===== config.mk =====
export PLATFORM = sky130hd
export DESIGN_NAME = pulse_period_meter
export DESIGN_NICKNAME = d
export VERILOG_FILES = /design/src/rtl/pulse_period_meter.sv
export SDC_FILE = /design/constraint.sdc
export NUM_CORES = 1
export LEC_CHECK = 0
export ABC_AREA = 1
export BUFFER_PORTS_ARGS = -buffer_cell sky130_fd_sc_hd__buf_2
export CAP_MARGIN = 30
export CORE_AREA = 8 8 76 95
export CTS_CLUSTER_SIZE = 24
export DETAILED_ROUTE_END_ITERATION = 7
export DIE_AREA = 0 0 84 103
export PLACE_DENSITY = 0.73
export REMOVE_ABC_BUFFERS = 1
export SYNTH_ARGS = -nofsm -noshare
export SYNTH_HDL_FRONTEND = slang
export SYNTH_SLANG_ARGS = --single-unit
export TNS_END_PERCENT = 1

===== constraint.sdc =====
create_clock -name clk -period 1.4 [get_ports clk]
set_input_delay 0.07 -clock clk [delete_from_list [all_inputs] [get_ports clk]]
set_output_delay 0.07 -clock clk [all_outputs]
set_load 0.01 [all_outputs]

===== src/rtl/pulse_period_meter.sv =====
// pulse_period_meter: measures the rising-to-rising period of sig_in in clk cycles.
// Define PERIOD_METER_HIGH_WIDTH_EN to also report the high-phase width on high_time.
module pulse_period_meter #(
    parameter int MAX_COUNT = 100_000_000,
    parameter int CNT_WIDTH = $clog2(MAX_COUNT + 1)
) (
    input  logic                 clk,
    input  logic                 rst,
    input  logic                 enable,
    input  logic                 sig_in,
    output logic [CNT_WIDTH-1:0] period,
    output logic                 period_valid,
    output logic                 overflow,
    output logic                 busy
`ifdef PERIOD_METER_HIGH_WIDTH_EN
    ,
    output logic [CNT_WIDTH-1:0] high_time
`endif
);
    localparam logic [0:0] IDLE = 1'b0;
    localparam logic [0:0] MEAS = 1'b1;
    localparam logic [CNT_WIDTH-1:0] CNT_MAX = CNT_WIDTH'(MAX_COUNT);
    localparam logic [CNT_WIDTH-1:0] CNT_ONE = CNT_WIDTH'(1);

    logic                 sync1, sig_s, sig_d, rise;
    logic [0:0]           state, state_n;
    logic [CNT_WIDTH-1:0] cnt, cnt_n;
    logic                 start, report, hit_max;

    always_ff @(posedge clk or posedge rst) begin
        if (rst) begin
            sync1 <= 1'b0;
            sig_s <= 1'b0;
            sig_d <= 1'b0;
        end else begin
            sync1 <= sig_in;
            sig_s <= sync1;
            sig_d <= sig_s;
        end
    end

    assign rise = sig_s & ~sig_d;

    // A rise outranks the MAX_COUNT check so a period of exactly MAX_COUNT is reported.
    always_comb begin
        start   = (state == IDLE) & enable & rise;
        report  = (state == MEAS) & enable & rise;
        hit_max = (state == MEAS) & enable & ~rise & (cnt == CNT_MAX);
        state_n = start ? MEAS : ((state == MEAS) & (~enable | hit_max)) ? IDLE : state;
        cnt_n   = (start | report) ? CNT_ONE : (state_n == IDLE) ? '0 : cnt + CNT_ONE;
    end

    always_ff @(posedge clk or posedge rst) begin
        if (rst) begin
            state        <= IDLE;
            busy         <= 1'b0;
            cnt          <= '0;
            period       <= '0;
            period_valid <= 1'b0;
            overflow     <= 1'b0;
        end else begin
            state        <= state_n;
            busy         <= (state_n == MEAS);
            cnt          <= cnt_n;
            period_valid <= report;
            overflow     <= hit_max;
            if (report) period <= cnt;
        end
    end

`ifdef PERIOD_METER_HIGH_WIDTH_EN
    logic                 fall;
    logic [CNT_WIDTH-1:0] hcap;

    assign fall = ~sig_s & sig_d;

    always_ff @(posedge clk or posedge rst) begin
        if (rst) begin
            hcap      <= '0;
            high_time <= '0;
        end else begin
            if ((state == MEAS) & enable & fall) hcap <= cnt;
            if (report) high_time <= hcap;
        end
    end
`endif
endmodule


======== Word-level counts from Yosys, hierarchy flattened ========
Cells that the tools add are included.
word-level totals
  bits in registers ....................... 60
  bits of input ports ..................... 4
  output and inout port bits .............. 30
  word-level logic and storage cells ...... 28
cells by class
  add/subtract/negate cells ............... 1
  equal/unequal tests ..................... 1
  muxes and demuxes ....................... 4
  bitwise operators ....................... 14
operator list
  cell                   count
  $mux 27                2
  $add 27x1->27 const B  1
  $eq 27x27->1 const B   1
  $and 1x1->1            8
  $not 1->1              4
  $mux 1                 2
  $or 1x1->1             2

======== Logic depth before layout (Yosys ltp) ========
Gate-level depths: netlist (run 1).
  depth after elaboration ................. 11
  mapped depth ............................ 10
  depth with buffers taken out ............ 9

======== Worst setup path after synthesis (run 1) ========
Ideal clock, no wire load.
  path kind ............................... reg-to-reg
  start point ............................. register cnt[0]
  end point ............................... register cnt[9]
  library setup time ...................... 0.125 ns
  arrival time ............................ 1.256 ns
  required time ........................... 1.275 ns
  setup slack ............................. 0.019 ns
  cell stages (with the launch flop) ...... 11
  path buffers ............................ 1
  clock period less this slack ............ 1.381 ns
  cells stage by stage .................... dfrtp_1 > inv_1 > ha_1 > nand2_1 > nor2_1 > nand2_1 > nor2_1 > nand2_2 > nand3_4 > buf_6 > nor2_1
between the ends
  longest elaborated chain between the ends .. 8
  elaborated cells between the ends (all ways) .. 9
  those cells by class .................... add/sub: 1; eq/ne: 1; mux: 4; bitwise: 3
ends and longest elaborated chain
  what                      line  text
  start: declaration        27    logic [CNT_WIDTH-1:0] cnt, cnt_n;
  start signal: assignment  64    cnt <= cnt_n;
  $eq 27x27->1              48    hit_max = (state == MEAS) & enable & ~rise & (cnt == CNT_MAX);
  $and 1x1->1               48
  $or 1x1->1                49    state_n = start ? MEAS : ((state == MEAS) & (~enable | hit_max)) ? IDLE : state;
  $and 1x1->1               49
  $mux 1 (2 in series)      49
  $mux 27 * (2 in series)   50    cnt_n = (start | report) ? CNT_ONE : (state_n == IDLE) ? '0 : cnt + CNT_ONE;
  named net cnt_n[9]        27
Mark *: on every way through the listed nets, which the timed path passes. The rest lies on a longest branch.
A chain may end at the register's enable or synchronous reset.

======== Worst setup path after layout (run 1) ========
  start point ............................. register cnt[0]
  end point ............................... register cnt[5]
The elaborated chain is that of the path after synthesis.

==> impl_results.md, run 1 <==
* Status: finished, violations left
* Failing checks: setup timing
* Final Max Slew Viols at 0
* Post-synthesis cell count at 361
* Worst-Skew Late Latency at 0.34 ns
* DR vias at 2,551
* WHS at 0.0422 ns
* Lkg Pwr at 1.75 nW
* Syn. warnings at 0
* Largest net degree at the start of global routing at 61
* Total CTS buffers at 9
* Ys flop type: dfrtp_1
* Seq/Total Area, Yosys at 0.524
* Start point of the critical path: cnt[0]
* Die Wd at 84 um
* Antenna diode count at 0
* CP arrival at 1.70 ns
* Post-CTS setup buffers at 0
* Port bufs at 33
* Final Wtd Congestion at 0.876
* Std cell rows at 31
* # setup viols final at 27
* DRT iter0 DRCs at 179
* CP Class: flop to flop
* Syn Area/Cell at 7.94 um2
* Design Area, Final at 3720 um2
* Worst R2R Path Depth at 9
* Syn Std Cell Area at 2870 um2
* DP Worst Slack at -0.125 ns
* Final Power at 3.49 mW
* CTS H-tree lvls at 3
* Leading cell type in the layout, fill and taps excluded: nand2_1
* TritonRoute pass-1 iters at 4
* Area grow syn2layout at 29.9%
* Critical Path RT at 1.62 ns
* Peak supply drop at 0.701 mV
* Max-Cap Viols at 0
* IO Pins at 34
* Fraction of layout cells with a size suffix above 1 at 0.262
* Vias in the first global route at 2,537
* R2r startpoint: cnt[0]
* Most frequent cells in the layout: 116 x nand2_1, 60 x nor2_1, 59 x dfrtp_1
* Max clock buf depth at 2
* Yosys reg bits at 60
* Min-delay src: enable
* Post-Route WL at 6980 um
* First-pass GRT wire length at 12,100 um
* Wire per inst at 13.6 um
* RSZ-0062 raised after global routing: true
* Vias per Instance at 4.97
* Fin util at 0.653
* CTS sink cnt at 60
* Slew at the pin with the worst max-slew slack at 0.331 ns
* Min cycle time layout at 1.47 ns
* CP Launch Type: flop
* Post-DP HPWL at 4920 um
* Root buffer cell: clkbuf_8
* Reg2reg end: cnt[5]
* Max-slew headroom at 0.779
* GRT Total Usage at 0.177
* Ys async rst share at 1.00
* CTS tree: yes
* P per Cell Area at 938 nW/um2
* Antenna violations before repair at 0
* EDFF count, synth at 0
* Post-Route Setup TNS at -1.43 ns
* Fin nets at 448
* Crit-path max FO at 13
* Cells after DPL at 493
* Chip Height at 103 um
* Antenna Nets Post-Route at 0
* HP Class: primary input to flop
* Die area at 8650 um2
* Cell Count, Final, Fillers Out at 513
* Post-synth cell types at 23
* Reg-to-reg setup timing slack at -0.07 ns
* Clock transition at the registers of the reported paths at 0.07 ns
* Number of remaining DRC errors at 0
* Placed instance area at 3410 um2
* Crit end category: flop
* Initial Util at 0.503
* Fin crit share at 1.05
* Fillers at 480
* Final hold viol count at 0
* Hold path cells at 3
* Core footprint at 5700 um2
* Clock Skews at 0.00817 ns
* Worst Hold Endpoint: busy
* Grt ovf at 0
* Final worst setup slack at -0.0724 ns
* Max Fclk at 0.679 GHz
==> final cells by class <==
class / instances / area (um2) / area share
Sequential cell: 60 / 1500 / 0.403
Multi-Input combinational cell: 259 / 1270 / 0.340
Inverter: 37 / 143 / 0.0383
Clock buffer: 12 / 155 / 0.0417
Tap cell: 66 / 82.6 / 0.0222
Clock inverter: 4 / 47.5 / 0.0128
Timing Repair Buffer: 75 / 527 / 0.141
==> timing repair <==
item                       4_1_cts  5_1_grt
pin swaps                        7        1
cloned                           2        0
hold buffers                     2        0
setup endpoints to repair       28       29
hold endpoints to repair        61        0
gates resized for setup         12        6
==> worst max-delay path by stage <==
stage / end / slack, ns / cells after the start
after CTS: cnt[0] / -0.07 / 10
final: cnt[5] / -0.07 / 9
after detailed placement: cnt[21] / -0.12 / 9
after global routing: cnt[9] / -0.19 / 9
after global placement: cnt[24] / -0.05 / 9
after floorplan: busy / -0.15 / 1
==> Yosys cell counts, types with 3 or more instances <==
cell	instances	area (um2)
xor2_1	13	114
nor2_4	3	33.8
nand2_2	3	18.8
dfrtp_1	60	1500
nor2_2	4	25.0
nor2_1	63	236
o21ai_0	25	125
clkbuf_1	5	18.8
inv_1	35	131
nand2_1	117	439
nand3_1	16	80.1
==> kinds of logic (layout without fill, tap and decap cells) <==
group	count (synthesis)	in the layout	share of synthesized area
XOR/XNOR	14	14	0.0428
AND/OR/NAND/NOR	215	217	0.316
buffers and inverters	44	128	0.0628
AO/OA/AOI/OAI	26	26	0.0462
flip-flops	60	60	0.524
adder cells (fa/ha/maj)	2	2	0.00872
==> critical path: stages (launching register included) <==
cell     delay (ns)
dfrtp_1        0.41
inv_2          0.09
ha_4           0.13
nand2_1        0.04
nor2_1         0.09
nand2_1        0.09
nor2_2         0.15
nand2_4        0.11
nand3_4        0.18
nor2_1         0.06
==> flip-flops by register name, indices dropped and copies added (netlist names) <==
name,flops
busy,1
cnt,27
overflow,1
period,27
period_valid,1
sig_d,1
sig_s,1
sync1,1
==> where the power goes <==
part / switching [mW] / internal (mW) / leakage (nW)
clock: 0.687 / 0.913 / 0.102
combinational: 0.0938 / 0.0437 / 0.824
sequential: 0.00806 / 1.75 / 0.828
total: 0.788 / 2.71 / 1.75
==> routing by layer <==
| metal | track usage | vias up | routed length [um] |
|---|---|---|---|
| met5 | 0 | - | 0 |
| met4 | 0.0932 | 0 | 216 |
| met3 | 0.0506 | 19 | 395 |
| met2 | 0.289 | 63 | 3290 |
| met1 | 0.207 | 1190 | 3080 |
| li1 | - | 1279 | - |
Power figures use the tool's default switching activity.
==> inputs of run 2 (changes only) <==
--- a/config.mk
+++ b/config.mk
@@ -6,14 +6,15 @@
 export NUM_CORES = 1
 export LEC_CHECK = 0
 export ABC_AREA = 1
-export BUFFER_PORTS_ARGS = -buffer_cell sky130_fd_sc_hd__buf_2
 export CAP_MARGIN = 30
-export CORE_AREA = 8 8 76 95
+export CORE_AREA = 8 8 74 92
 export CTS_CLUSTER_SIZE = 24
 export DETAILED_ROUTE_END_ITERATION = 7
-export DIE_AREA = 0 0 84 103
-export PLACE_DENSITY = 0.73
+export DIE_AREA = 0 0 82 100
+export DONT_BUFFER_PORTS = 1
+export PLACE_DENSITY = 0.72
 export REMOVE_ABC_BUFFERS = 1
+export SETUP_SLACK_MARGIN = 0.3
 export SYNTH_ARGS = -nofsm -noshare
 export SYNTH_HDL_FRONTEND = slang
 export SYNTH_SLANG_ARGS = --single-unit
==> run 2 against run 1 <==
  * The flow still finishes with violations (setup timing)
  * Non-clock buffer count fell by 30
  * Cell area shrank 4.3%
  * Sequential share of layout area grew 1.8 points
  * Critical endpoint is now busy
  * Critical path depth grew 1
  * Clock power fell by 17%
==> impl_results.md, run 2 (synthesized netlist as in run 1, its figures left out) <==
* Status: finished, violations left
* Failing checks: setup timing
* CTS H-tree lvls at 3 (unchanged)
* GRT Total Usage at 0.177 (about the same)
* Die Wd at 82 um (-2.4%)
* Leading cell type in the layout, fill and taps excluded: nand2_1
* Most frequent cells in the layout: 117 x nand2_1, 60 x dfrtp_1, 57 x nor2_1
* Fin nets at 419 (-6.5%)
* Slowest-stage cell, CP: dfrtp_1
* P per Cell Area at 904 nW/um2 (-3.6%)
* DR vias at 2,424 (-5.0%)
* Biggest regs: cnt: 27 flops, period: 27 flops
* Design Area, Final at 3560 um2 (-4.3%)
* Final hold viol count at 0 (unchanged)
* Min cycle time layout at 1.52 ns (+0.0428 ns)
* CP arrival at 1.74 ns (+0.04 ns)
* Max-Cap Viols at 0 (unchanged)
* Lkg Pwr at 1.58 nW (-10%)
* Fin crit share at 1.08 (+0.0306)
* Global Route met2 Usage at 0.270 (-0.0187)
* Max clock buf depth at 2 (unchanged)
* Die area at 8200 um2 (-5.2%)
* CTS sink cnt at 60 (unchanged)
* Chip Height at 100 um (-2.9%)
* RSZ-0062 raised after global routing: true
* Vias in the first global route at 2,389 (-5.8%)
* Antenna violations before repair at 0 (unchanged)
* Cells after DPL at 459 (-6.9%)
* Largest net degree at the start of global routing at 61 (unchanged)
* Critical Path RT at 1.63 ns (about the same)
* CP Class: flop to flop
* Fin util at 0.669 (+0.0155)
* Worst Path Buf+Inv at 2 (+1)
* Placed instance area at 3230 um2 (-5.4%)
* Crit end category: flop
* IO Pins at 34 (unchanged)
* Final Wtd Congestion at 0.908 (+3.7%)
* Final worst setup slack at -0.115 ns (-0.0428 ns)
* Post-DP HPWL at 4770 um (-3.1%)
* CP dominant cell by count: nand2_1
* GRT Max-Usage Layer: met2
* Core footprint at 5330 um2 (-6.5%)
* Root buffer cell: clkbuf_8
* GR met3 Demand/Resource at 0.0537 (+0.00307)
* Clock transition at the registers of the reported paths at 0.07 ns (about the same)
* Area grow syn2layout at 24.3%
* Max-slew headroom at 0.747 (-0.0316)
* First-pass GRT wire length at 11,200 um (-7.6%)
* Crit-path max FO at 5 (-8)
* Grt met1 use at 0.219 (+0.0120)
* # setup viols final at 28 (+3.7%)
* Antenna diode count at 0 (unchanged)
* TritonRoute pass-1 iters at 4 (unchanged)
* Slew at the pin with the worst max-slew slack at 0.378 ns (+0.0473 ns)
* Initial Util at 0.538 (+0.0351)
* Grt ovf at 0 (unchanged)
* WHS at 0.133 ns (+0.0912 ns)
* Final Max Slew Viols at 0 (unchanged)
* CP Launch Type: flop
* Worst-Skew Late Latency at 0.34 ns (about the same)
* Peak supply drop at 0.596 mV (-15%)
* Fraction of layout cells with a size suffix above 1 at 0.215 (-0.0464)
* DRT iter0 DRCs at 152 (-15%)
* Clock Skews at 0.00810 ns (-0.0000684 ns)
* Antenna Nets Post-Route at 0 (unchanged)
* HP Class: primary input to flop
* Post-Route Setup TNS at -2.14 ns (-0.708 ns)
* Number of remaining DRC errors at 0 (unchanged)
* Std cell rows at 30 (-3.2%)
* Wire per inst at 14.4 um (+5.9%)
* Max Fclk at 0.660 GHz (-2.8%)
* Total CTS buffers at 9 (unchanged)
* Cell Count, Final, Fillers Out at 482 (-6.0%)
* Critical-path cell list: inv_2 > ha_4 > nand2_1 > nor2_1 > nand2_1 > nor2_2 > nand2_4 > buf_6 > nand2_1 > nand2_1
* Port bufs at 0 (-100%)
* Critical path's top delay family: simple AND/OR/NAND/NOR gates
* Crit-path max cell delay at 0.43 ns (+0.02 ns)
* Vias per Instance at 5.03 (+1.1%)
* Post-Route WL at 6940 um (-0.52%)
* CTS tree: yes
run 2: cell types whose count changed in the layout (fill, tap and decap cells not counted), sizes merged:
cell         previous run  this run
nand3                  20        21
clkinvlp                2         3
dlygate4sd3             2         3
bufinv                  1         0
clkbuf                 12         9
buf                    73        42
clkinv                  2         5
run 2: layout make-up:
type                            count  area (um2)
Fill cell                         445        1770
Clock inverter                      7        43.8
Inverter                           37         143
Tap cell                           64        80.1
Sequential cell                    60        1500
Timing Repair Buffer               45         362
Clock buffer                        9         124
Multi-Input combinational cell    260        1310
run 2: path summary, 6_finish.rpt:
kind / start / endpoint / slack, ns / depth (start not counted)
worst min-delay path: enable / cnt[0] / 0.13 / 2
max in group asynchronous: rst / period[16] / 0.90 / 3
worst max register to register: cnt[0] / busy / -0.12 / 10
worst min register to register: sync1 / sig_s / 0.35 / 0
min in group asynchronous: rst / period[2] / 0.25 / 3
worst max-delay path: cnt[0] / busy / -0.12 / 10
run 2: timing repair:
item,4_1_cts,5_1_grt
setup buffers,0,1
gates cloned,1,2
resized for setup,4,19
endpoints found under the hold margin,63,0
endpoints found under the setup margin,56,56
pin swaps,2,5
hold buffers,3,0
run 2: layer usage:
layer  up-vias  share of wire
met1      1113           0.41
met3        20          0.075
li1       1217              -
met5         -              0
met2        74           0.48
met4         0          0.034
run 2: stage by stage:
stage,setup WS [ns],power (mW)
finish,-0.115,3.22
floorplan,-0.155,1.85
detailed placement,-0.121,1.90
CTS,-0.0955,3.23
global route,-0.193,3.34
global placement,-0.0436,1.89
run 2: power by group:
group / switching (mW) / internal, mW
clock network: 0.704 / 0.630
registers: 0.0134 / 1.75
logic: 0.0904 / 0.0384
total: 0.807 / 2.42
